File: src/rtl/rle_encoder_if.sv
// Symbol-in / (symbol, run length)-out stream bundle for the run-length encoder.
// The encoder takes the slave view; the symbol source and pair sink share the master view.
interface rle_encoder_if #(
    parameter int DW = 8,
    parameter int CW = 3
);
    logic          in_valid;
    logic          in_ready;
    logic [DW-1:0] in_data;
    logic          flush;
    logic          out_valid;
    logic          out_ready;
    logic [DW-1:0] out_data;
    logic [CW-1:0] out_count;
    logic          out_last;
    logic          run_active;

    modport slave (
        input  in_valid,
        input  in_data,
        input  flush,
        input  out_ready,
        output in_ready,
        output out_valid,
        output out_data,
        output out_count,
        output out_last,
        output run_active
    );

    modport master (
        output in_valid,
        output in_data,
        output flush,
        output out_ready,
        input  in_ready,
        input  out_valid,
        input  out_data,
        input  out_count,
        input  out_last,
        input  run_active
    );
endinterface

File: src/rtl/rle_encoder.sv
// Run-length encoder: folds a valid/ready symbol stream into (symbol, count) pairs,
// splitting runs at the count ceiling and closing the open run on a flush request.
module rle_encoder #(
    parameter int DW = 8,
    parameter int CW = 3
) (
    input logic         clk,
    input logic         rst_n,
    rle_encoder_if.slave bus
);
    localparam logic [CW-1:0] MAXRUN = '1;

    typedef enum logic {
        IDLE = 1'b0,
        RUN  = 1'b1
    } state_t;

    state_t        state_p0, state_nxt;
    logic [DW-1:0] sym_p0,   sym_nxt;
    logic [CW-1:0] cnt_p0,   cnt_nxt;

    logic          vld_p1,       vld_nxt;
    logic [DW-1:0] pair_sym_p1,  pair_sym_nxt;
    logic [CW-1:0] pair_cnt_p1,  pair_cnt_nxt;
    logic          pair_last_p1, pair_last_nxt;

    logic slot;
    logic flush_hold;
    logic flush_go;
    logic accept;

    // A full run cannot grow; the next matching symbol forces a split instead of a wrap.
    function automatic logic run_full(input logic [CW-1:0] cnt);
        return cnt == MAXRUN;
    endfunction

    function automatic logic [CW-1:0] run_inc(input logic [CW-1:0] cnt);
        return run_full(cnt) ? MAXRUN : cnt + CW'(1);
    endfunction

    assign slot       = !vld_p1 || bus.out_ready;
    assign flush_hold = bus.flush && (state_p0 == RUN);
    assign flush_go   = flush_hold && slot;
    assign accept     = bus.in_valid && bus.in_ready;

    assign bus.in_ready   = slot && !flush_hold;
    assign bus.run_active = (state_p0 == RUN);
    assign bus.out_valid  = vld_p1;
    assign bus.out_data   = pair_sym_p1;
    assign bus.out_count  = pair_cnt_p1;
    assign bus.out_last   = pair_last_p1;

    always_comb begin
        state_nxt     = state_p0;
        sym_nxt       = sym_p0;
        cnt_nxt       = cnt_p0;
        vld_nxt       = vld_p1 && !bus.out_ready;
        pair_sym_nxt  = pair_sym_p1;
        pair_cnt_nxt  = pair_cnt_p1;
        pair_last_nxt = pair_last_p1;

        if (flush_go) begin
            vld_nxt       = 1'b1;
            pair_sym_nxt  = sym_p0;
            pair_cnt_nxt  = cnt_p0;
            pair_last_nxt = 1'b1;
            cnt_nxt       = '0;
            state_nxt     = IDLE;
        end else if (accept) begin
            unique case (state_p0)
                IDLE: begin
                    sym_nxt   = bus.in_data;
                    cnt_nxt   = CW'(1);
                    state_nxt = RUN;
                end
                RUN: begin
                    if (bus.in_data == sym_p0 && !run_full(cnt_p0)) begin
                        cnt_nxt = run_inc(cnt_p0);
                    end else begin
                        vld_nxt       = 1'b1;
                        pair_sym_nxt  = sym_p0;
                        pair_cnt_nxt  = cnt_p0;
                        pair_last_nxt = 1'b0;
                        sym_nxt       = bus.in_data;
                        cnt_nxt       = CW'(1);
                    end
                end
                default: begin
                    state_nxt = IDLE;
                end
            endcase
        end
    end

    // Stage p0: open-run accumulator
    always_ff @(posedge clk or negedge rst_n) begin
        if (!rst_n) begin
            state_p0 <= IDLE;
            sym_p0   <= '0;
            cnt_p0   <= '0;
        end else begin
            state_p0 <= state_nxt;
            sym_p0   <= sym_nxt;
            cnt_p0   <= cnt_nxt;
        end
    end

    // Stage p1: emitted pair register, overwritten in place when the sink drains it
    always_ff @(posedge clk or negedge rst_n) begin
        if (!rst_n) begin
            vld_p1       <= 1'b0;
            pair_sym_p1  <= '0;
            pair_cnt_p1  <= '0;
            pair_last_p1 <= 1'b0;
        end else begin
            vld_p1       <= vld_nxt;
            pair_sym_p1  <= pair_sym_nxt;
            pair_cnt_p1  <= pair_cnt_nxt;
            pair_last_p1 <= pair_last_nxt;
        end
    end
endmodule

File: src/flat_wrapper.sv
// flat-port wrapper written by rule: the top's interface ports become plain ports
module rle_encoder_flat 
#(
    parameter int DW = 8,
    parameter int CW = 3
)
  (clk, rst_n, bus_in_valid, bus_in_data, bus_flush, bus_out_ready, bus_in_ready, bus_out_valid, bus_out_data, bus_out_count, bus_out_last, bus_run_active);
  rle_encoder_if #(.DW(DW), .CW(CW)) bus_i ();
  input logic clk;
  input logic rst_n;
  input wire logic [$bits(bus_i.in_valid)-1:0] bus_in_valid;
  input wire logic [$bits(bus_i.in_data)-1:0] bus_in_data;
  input wire logic [$bits(bus_i.flush)-1:0] bus_flush;
  input wire logic [$bits(bus_i.out_ready)-1:0] bus_out_ready;
  output wire logic [$bits(bus_i.in_ready)-1:0] bus_in_ready;
  output wire logic [$bits(bus_i.out_valid)-1:0] bus_out_valid;
  output wire logic [$bits(bus_i.out_data)-1:0] bus_out_data;
  output wire logic [$bits(bus_i.out_count)-1:0] bus_out_count;
  output wire logic [$bits(bus_i.out_last)-1:0] bus_out_last;
  output wire logic [$bits(bus_i.run_active)-1:0] bus_run_active;
  assign bus_i.in_valid = bus_in_valid;
  assign bus_i.in_data = bus_in_data;
  assign bus_i.flush = bus_flush;
  assign bus_i.out_ready = bus_out_ready;
  assign bus_in_ready = bus_i.in_ready;
  assign bus_out_valid = bus_i.out_valid;
  assign bus_out_data = bus_i.out_data;
  assign bus_out_count = bus_i.out_count;
  assign bus_out_last = bus_i.out_last;
  assign bus_run_active = bus_i.run_active;
  rle_encoder #(.DW(DW), .CW(CW)) u_core (.clk(clk), .rst_n(rst_n), .bus(bus_i));
endmodule
File: config.mk
export PLATFORM = sky130hd
export DESIGN_NAME = rle_encoder_flat
export DESIGN_NICKNAME = d
export VERILOG_FILES = /design/src/rtl/rle_encoder_if.sv /design/src/rtl/rle_encoder.sv /design/src/flat_wrapper.sv
export SDC_FILE = /design/constraint.sdc
export NUM_CORES = 1
export LEC_CHECK = 0
export CORE_UTILIZATION = 35
export CTS_BUF_LIST = sky130_fd_sc_hd__clkbuf_2
export CTS_CLUSTER_SIZE = 16
export DETAILED_ROUTE_END_ITERATION = 10
export PLACE_DENSITY = 0.58
export SLEW_MARGIN = 20
export SYNTH_ARGS = -nofsm -noshare
export SYNTH_HDL_FRONTEND = slang
export SYNTH_SLANG_ARGS = --single-unit
File: constraint.sdc
create_clock -name clk -period 1.95 [get_ports clk]
set_input_delay 0.585 -clock clk [delete_from_list [all_inputs] [get_ports clk]]
set_output_delay 0.585 -clock clk [all_outputs]
set_load 0.01 [all_outputs]
# Word-level counts from Yosys, hierarchy flattened
# Cells that the tools add are included.
[totals]
register_bits = 25
input_bits = 13
out_inout_bits = 15
elab_cells = 54
[op_classes]
n_addsub = 1
eq_ne = 4
n_mux = 25
bitwise_logic = 2
n_reduce_logical = 15
[ops]
columns = ["op", "count"]
rows = [
  ["8-bit two-way mux", 5],
  ["3-bit two-way mux", 8],
  ["8-bit case mux with 2 select lines", 1],
  ["1-bit two-way mux", 10],
  ["8-bit equality test", 1],
  ["1-bit logical AND", 6],
  ["3-bit case mux with 2 select lines", 1],
  ["3-bit AND reduction", 2],
  ["1-bit logical NOT", 4],
  ["2-bit nonzero test", 2],
  ["3-bit by 1-bit adder with 3-bit output (second input constant)", 1],
  ["3-bit equality test (second input constant)", 1],
  ["2-bit by 1-bit != test with 1-bit output (second input constant)", 1],
  ["2-bit != test (second input constant)", 1],
  ["1-bit NOT", 2],
  ["1-bit logical OR", 1],
]

# Depth between registers and ports, before layout
# Gate-level depths: netlist of the first run.
[logic_depth]
depth_word = 7
mapped_depth = 7
ltp_nobuf = 5

# Least setup slack after synthesis of the first run
# OpenSTA, ideal clock, no wires.
[synth_timing]
kind = "input port to flip-flop"
start = "input port bus_flush"
end = "register u_core.sym_p0[0]"
setup_ns = 0.125
arrival_ns = 1.753
required_ns = 1.825
slack_ns = 0.072
stages = 5
path_buffers = 1
path_cell_list = "and2_1 -> buf_2 -> nand3b_1 -> a41oi_4 -> mux2_2"
[synth_between]
elab_chain_cells = 5
elab_cells_between_ends = 7
classes_between = "bitwise: 1; reduce/logical: 6"
[synth_lines]
columns = ["element", "line", "source"]
rows = [
  ["start: declaration", "flat_wrapper.sv:13", "input wire logic [$bits(bus_i.flush)-1:0] bus_flush;"],
  ["1-bit logical AND *", "rle_encoder.sv:42", "assign flush_hold = bus.flush && (state_p0 == RUN);"],
  ["1-bit logical NOT", "rle_encoder.sv:46", "assign bus.in_ready = slot && !flush_hold;"],
  ["1-bit logical AND", "rle_encoder.sv:46", ""],
  ["1-bit logical AND", "rle_encoder.sv:44", "assign accept = bus.in_valid && bus.in_ready;"],
  ["3-bit AND reduction (no line) *", "-", ""],
  ["end signal: assignment", "rle_encoder.sv:103", "sym_p0 <= sym_nxt;"],
  ["end: declaration", "rle_encoder.sv:19", "logic [DW-1:0] sym_p0, sym_nxt;"],
]
# Mark *: on every way between the ends. The rest lies on a longest branch, timed or not.
# A chain may end at the register's enable or synchronous reset.

# Final worst setup path of the first run
[layout_timing]
start = "register u_core.pair_last_p1 (netlist: u_core.bus.out_last)"
end = "output port bus_out_last"
[layout_rtl]
columns = ["element", "line", "source"]
rows = [
  ["start: declaration", "rle_encoder.sv:25", "logic pair_last_p1, pair_last_nxt;"],
  ["start signal: assignment", "rle_encoder.sv:119", "pair_last_p1 <= pair_last_nxt;"],
  ["end: declaration", "flat_wrapper.sv:19", "output wire logic [$bits(bus_i.out_last)-1:0] bus_out_last;"],
]
# No word-level cell between the ends.

==> metrics.yaml, run 1 <==
status: "complete, no violations"
start_util_pct: 36.4
dp.cells: 251
root_buffer: "clkbuf_2"
synth_nets: 182
slew-limit-headroom_pct: 78.0
yosys.area_share.simple_pct: 25.5
grt.overflow.total: 0
drc_errors: 0
timing.fmax_ghz: 0.524
drv_cap: 0
synth_top_area_cell: "dfrtp_1"
final_layout_size_suffix_gt1_share_pct: 20.3
synthAdderAreaFrac_pct: 0.795
rrSetupSlack_ns: 0.18
synthCells: 168
post_dp_cell_area_um2: 2000
syn_to_final_growth_pct: 32.5
cp-start-kind: "flop"
fin_cells: 259
maxSlewViolCount: 0
tightest_slew_ns: 0.330
fp.dieArea_um2: 4770
stdcell_area_um2: 2090
fin_ws_ns: 0.0404
core.rowCount: 24
fin_total_pwr_mw: 2.68
synth_area_um2: 1570
clkTransAtPathRegs_ns: 0.28
synthFlopType: "dfrtp_1"
nets: 222
cts_tree: "yes"
synth_xor_area_share_pct: 4.45
arrival_ns: 1.32
dpl.hpwl_um: 2930
slowest_stage: "clkdlybuf4s50_1"
synth_compound_area_share_pct: 19.5
antenna_left: 0
synth_top_family_by_area: "simple AND/OR/NAND/NOR gates"
diodes: 0
synthMostInstantiatedCell: "dfrtp_1"
cts.htree.levels: 1
ys_ff_latch: 25
power_leakage_nw: 0.934
antenna_found_initial: 0
drt_iter0_markers: 83
clock_sinks: 25
gr-usage-all-layers_pct: 18.3
finalHoldViolations: 0
coreArea_um2: 4320
setup_viol: 0
ctsHoldBuffers: 0
required_ns: 1.36
port_buffers: 27
crit_family: "buffers and inverters"
setup.worst_path.class: "reg -> out"
synth_cell_types: 26
synth_top_cell_area_share_pct: 39.7
netlist_top_cells_count: "dfrtp_1 (25), clkbuf_1 (14), nand3_1 (13), nand4_1 (13), o21ai_0 (13)"
numCtsBuffers: 3
avgSynthCellArea_um2: 9.37
clock_latency_ns: 0.38
gp_congestion: 0.831
hold_slack_ns: 0.512
grt_start_max_net_pins: 26
final.setup.tns_ns: 0
ys_warn_count: 0
min_path_type: "in -> async"
crit_buf_inv: 1
pre_cts_ws_ns: -0.501
clk_path_buf_depth: 2
fin_skew_ns: 0.0154
grt.busiest_layer: "met2"
ioPinCount: 28
endpoint_kind: "output port"
power_density_nw_per_um2: 1280
grt_pass1_vias: 1494
avgViaCountPerCell: 5.69
met3_usage_pct: 1.75
rsz0062_at_grt: "false"
synth_edf_count: 0
synthArstFlopShare_pct: 100
critPathMaxStageDelay_ns: 0.54
use_met2_pct: 31.8
fp.dieW_um: 69.1
grtUsageMet1_pct: 24.2
path_max_fanout: 2
synth_mux_area_share_pct: 5.72
synthTopCellsByArea: "dfrtp_1 (40%), a221oi_1 (6.1%), mux2_2 (5.7%)"
fin_crit_sh_pct: 97.9
finalWirelength_um: 4130
wl_per_cell_um: 15.9
vias: 1475
fp.dieH_um: 69.1
worstPathCellList: "clkdlybuf4s50_1"
fin_util_pct: 48.2
dr.pass1.iters: 4
ir_worst_vdd_v: 0.000506
grt_first_pass_wirelength_um: 7040
yosysSeqAreaShare_pct: 39.7
min_period_ns: 1.91
## placed cells by master (no fill, tap or decap), drive strengths merged
cell,Yosys,layout
a21oi,2,2
mux2,8,8
o211ai,1,1
a221oi,11,11
dfrtp,25,25
dlymetal6s2s,0,8
a32o,1,1
o21ai,13,13
dlygate4sd2,0,4
nand2b,2,2
clkdlybuf4s50,0,14
nand3,13,13
ha,1,1
clkbuf,14,3
nand4,13,13
a41oi,1,1
a21boi,11,11
nor2,2,2
nand2,8,8
and4,1,1
nor3,1,1
a22oi,1,1
buf,3,26
nor2b,1,1
clkinvlp,0,1
nand3b,2,2
and2,2,2
and3,12,12
xnor2,8,8
nor3b,11,11
## repair_timing
action,4_1_cts,5_1_grt
resized for setup,12,8
pin swaps,2,0
buffers inserted,1,3
setup endpoints to repair,11,9
## metal layers
metal  share of wire, %  vias to the layer above
met5                  0                        -
met4                1.1                        0
met3                3.7                        5
met2                 50                       36
met1                 45                      716
li1                   -                      718
## flip-flops by register name, summed over array words and instances, names as in the netlist
| name | count |
|---|---|
| u_core.cnt_p0 | 3 |
| u_core.sym_p0 | 8 |
| u_core.bus.run_active | 1 |
| u_core.bus.out_count | 3 |
| u_core.bus.out_last | 1 |
| u_core.bus.out_valid | 1 |
| u_core.bus.out_data | 8 |
## cell type report
type                    count  area, µm²
clock inverters             1       7.51
flip-flops and latches     25        626
clock buffers               3       15.0
repair buffers             52        480
fillers                   421       2240
multi-input cells         126        892
well taps                  52       65.1
## path summary, 6_finish.rpt
| check | endpoint | depth (start not counted) | from |
|---|---|---|---|
| worst max-delay path | bus_out_last | 1 | u_core.bus.out_last$_DFFE_PN0P_ |
| worst min-delay path | u_core.bus.out_data[6]$_DFFE_PN0P_ | 2 | rst_n |
| worst max register to register | u_core.sym_p0[2]$_DFFE_PN0P_ | 6 | u_core.cnt_p0[1]$_DFFE_PN0P_ |
| worst min register to register | u_core.cnt_p0[1]$_DFFE_PN0P_ | 1 | u_core.cnt_p0[1]$_DFFE_PN0P_ |
| max in group asynchronous | u_core.sym_p0[2]$_DFFE_PN0P_ | 2 | rst_n |
| min in group clk | u_core.cnt_p0[1]$_DFFE_PN0P_ | 1 | u_core.cnt_p0[1]$_DFFE_PN0P_ |
## kinds of logic after synthesis
group           after synthesis
compound gates               41
xor+xnor                      8
fa+ha+maj                     1
buf+inv                      17
flops                        25
mux                           8
simple gates                 68
## worst reg2reg max path, stage by stage (launching register included)
cell	delay [ns]
dfrtp_1	0.45
ha_1	0.19
nand2_1	0.08
and4_1	0.24
a41oi_4	0.25
buf_12	0.15
mux2_2	0.32
## power breakdown
| part | total (mW) | switching [mW] | internal, mW |
|---|---|---|---|
| registers | 0.889 | 0.164 | 0.725 |
| logic | 1.56 | 0.760 | 0.799 |
| clock network | 0.231 | 0.184 | 0.0475 |
| total | 2.68 | 1.11 | 1.57 |
Note: power is estimated with default switching activity, not from simulation.
==> run 2: changes to the inputs <==
- CAP_MARGIN: default -> 20
- DONT_BUFFER_PORTS: default -> 1
- PLACE_DENSITY: 0.58 -> 0.5
==> run 2 against run 1 <==
Effect of this change: register-to-register slack lost 0.05 ns; critical endpoint is now bus_in_ready; maximum frequency up 2.8%; clock power is 8% lower.
==> metrics.yaml, run 2 (synthesis gave the netlist of run 1 again) <==
endpoint_kind: "output port"
worstPathCellList: "nor2b_1 > buf_12 > nor2_4"
drc_errors: 0  # unchanged
required_ns: 1.36  # about the same
avgViaCountPerCell: 6.09  # +6.9%
arrival_ns: 1.27  # -0.05 ns
cts.htree.levels: 1  # unchanged
fp.dieArea_um2: 4770  # unchanged
drt_iter0_markers: 85  # +2.4%
root_buffer: "clkbuf_2"
status: "complete, no violations"
fin_util_pct: 40.5  # -7.8 points
maxSlewViolCount: 0  # unchanged
dpl.hpwl_um: 2860  # -2.5%
coreArea_um2: 4320  # unchanged
diodes: 0  # unchanged
ir_worst_vdd_v: 0.000454  # -10%
clock_sinks: 25  # unchanged
finalHoldViolations: 0  # unchanged
timing.fmax_ghz: 0.539  # +2.8%
final_cell_mix: "dfrtp_1 (24), nand3_1 (13), nand4_1 (13), o21ai_0 (13), and3_1 (12)"
crit_family: "flip-flops"
antenna_found_initial: 0  # unchanged
core.rowCount: 24  # unchanged
clock_latency_ns: 0.35  # -0.03 ns
setup_viol: 0  # unchanged
grt_start_max_net_pins: 27  # +3.8%
cp-start-kind: "flop"
slowest_stage: "dfrtp_2"
syn_to_final_growth_pct: 11.1
path_max_fanout: 13  # +11
fin_skew_ns: 0.00552  # -0.00986 ns
grt_pass1_vias: 1383  # -7.4%
grt.overflow.total: 0  # unchanged
finalWirelength_um: 4060  # -1.6%
gr-usage-all-layers_pct: 18.2  # -0.16 points
power_density_nw_per_um2: 1350  # +5.5%
start_util_pct: 36.4  # unchanged
crit_buf_inv: 1  # unchanged
power_leakage_nw: 0.690  # -26%
ioPinCount: 28  # unchanged
antenna_left: 0  # unchanged
numCtsBuffers: 3  # unchanged
clk_path_buf_depth: 2  # unchanged
clkTransAtPathRegs_ns: 0.24  # -0.04 ns
setup.worst_path.class: "reg -> out"
port_buffers: 0  # -100%
cts_tree: "yes"
grt_first_pass_wirelength_um: 6980  # -0.98%
drv_cap: 0  # unchanged
min_path_type: "in -> reg"
fp.dieW_um: 69.1  # unchanged
tightest_slew_ns: 0.501  # +0.171 ns
slew-limit-headroom_pct: 66.6  # -11 points
layout_commonest_cell: "dfrtp_1"
critPathMaxStageDelay_ns: 0.50  # -0.04 ns
final.setup.tns_ns: 0  # unchanged
wl_per_cell_um: 18.4  # +15%
vias: 1345  # -8.8%
min_period_ns: 1.86  # -0.0528 ns
dr.pass1.iters: 4  # unchanged
gp_congestion: 0.801  # -3.6%
nets: 184  # -17%
final_layout_size_suffix_gt1_share_pct: 16.6  # -3.7 points
fill_cells: 451  # +7.1%
rsz0062_at_grt: "false"
fin_crit_sh_pct: 95.2  # -2.7 points
fp.dieH_um: 69.1  # unchanged
==> run 2: cell count changes in the layout (fill, tap and decap cells not counted), moves of 2 or more <==
cell / delta
buf_12: +2
buf_4: -15
clkdlybuf4s50_1: -14
dlygate4sd2_1: -4
dlymetal6s2s_1: -8
==> run 2: cell type report <==
cell class / instances / area [µm²] / share of cell area, %
timing repair buffer: 14 / 149 / 8.51
clock buffer: 4 / 20.0 / 1.14
tap: 52 / 65.1 / 3.72
multi-input combinational: 126 / 888 / 50.8
sequential: 25 / 627 / 35.8
==> run 2: repair_timing <==
action,4_1_cts,5_1_grt
endpoints found under the setup margin,1,1
resized for setup,1,3
pin swaps,0,0
buffers inserted,0,1
hold endpoints to repair,25,0
hold buffers,2,0
==> run 2: path summary, 6_finish.rpt <==
check                                               startpoint                            endpoint  slack, ns  cells after the start
worst max register to register    u_core.cnt_p0[0]$_DFFE_PN0P_        u_core.sym_p0[5]$_DFFE_PN0P_       0.13                      5
max in group asynchronous                                rst_n      u_core.bus.out_valid$_DFF_PN0_       1.17                      2
worst max-delay path            u_core.bus.out_valid$_DFF_PN0_                        bus_in_ready       0.09                      3
worst min register to register    u_core.cnt_p0[1]$_DFFE_PN0P_        u_core.cnt_p0[1]$_DFFE_PN0P_       0.58                      1
min in group asynchronous                                rst_n  u_core.bus.out_data[1]$_DFFE_PN0P_       0.62                      2
worst min-delay path                            bus_in_data[6]        u_core.sym_p0[6]$_DFFE_PN0P_       0.36                      1
==> run 2: metal layers <==
metal / global-route usage (%) / vias to the layer above / wire length (µm)
li1: - / 642 / -
met1: 24.8 / 665 / 1810
met2: 28.3 / 34 / 1990
met3: 3.95 / 4 / 212
met4: 6.35 / 0 / 45
met5: 0 / - / 0
==> run 2: through the flow <==
step / area (µm²) / hold slack (ns) / std cells / total power [mW] / setup slack (ns)
after floorplan: 1570 / 0.289 / 168 / 1.77 / 0.0720
after global placement: 1680 / 0.290 / 214 / 2.09 / 0.0824
after detailed placement: 1680 / 0.290 / 214 / 2.12 / 0.0756
after CTS: 1730 / 0.350 / 220 / 2.35 / 0.0155
after global routing: 1750 / 0.315 / 221 / 2.57 / 0.0120
final: 1750 / 0.360 / 221 / 2.37 / 0.0932
==> run 2: where the power goes <==
group	internal, mW	switching [mW]
clock	0.0541	0.159
sequential	0.728	0.250
combinational	0.543	0.635
total	1.33	1.04
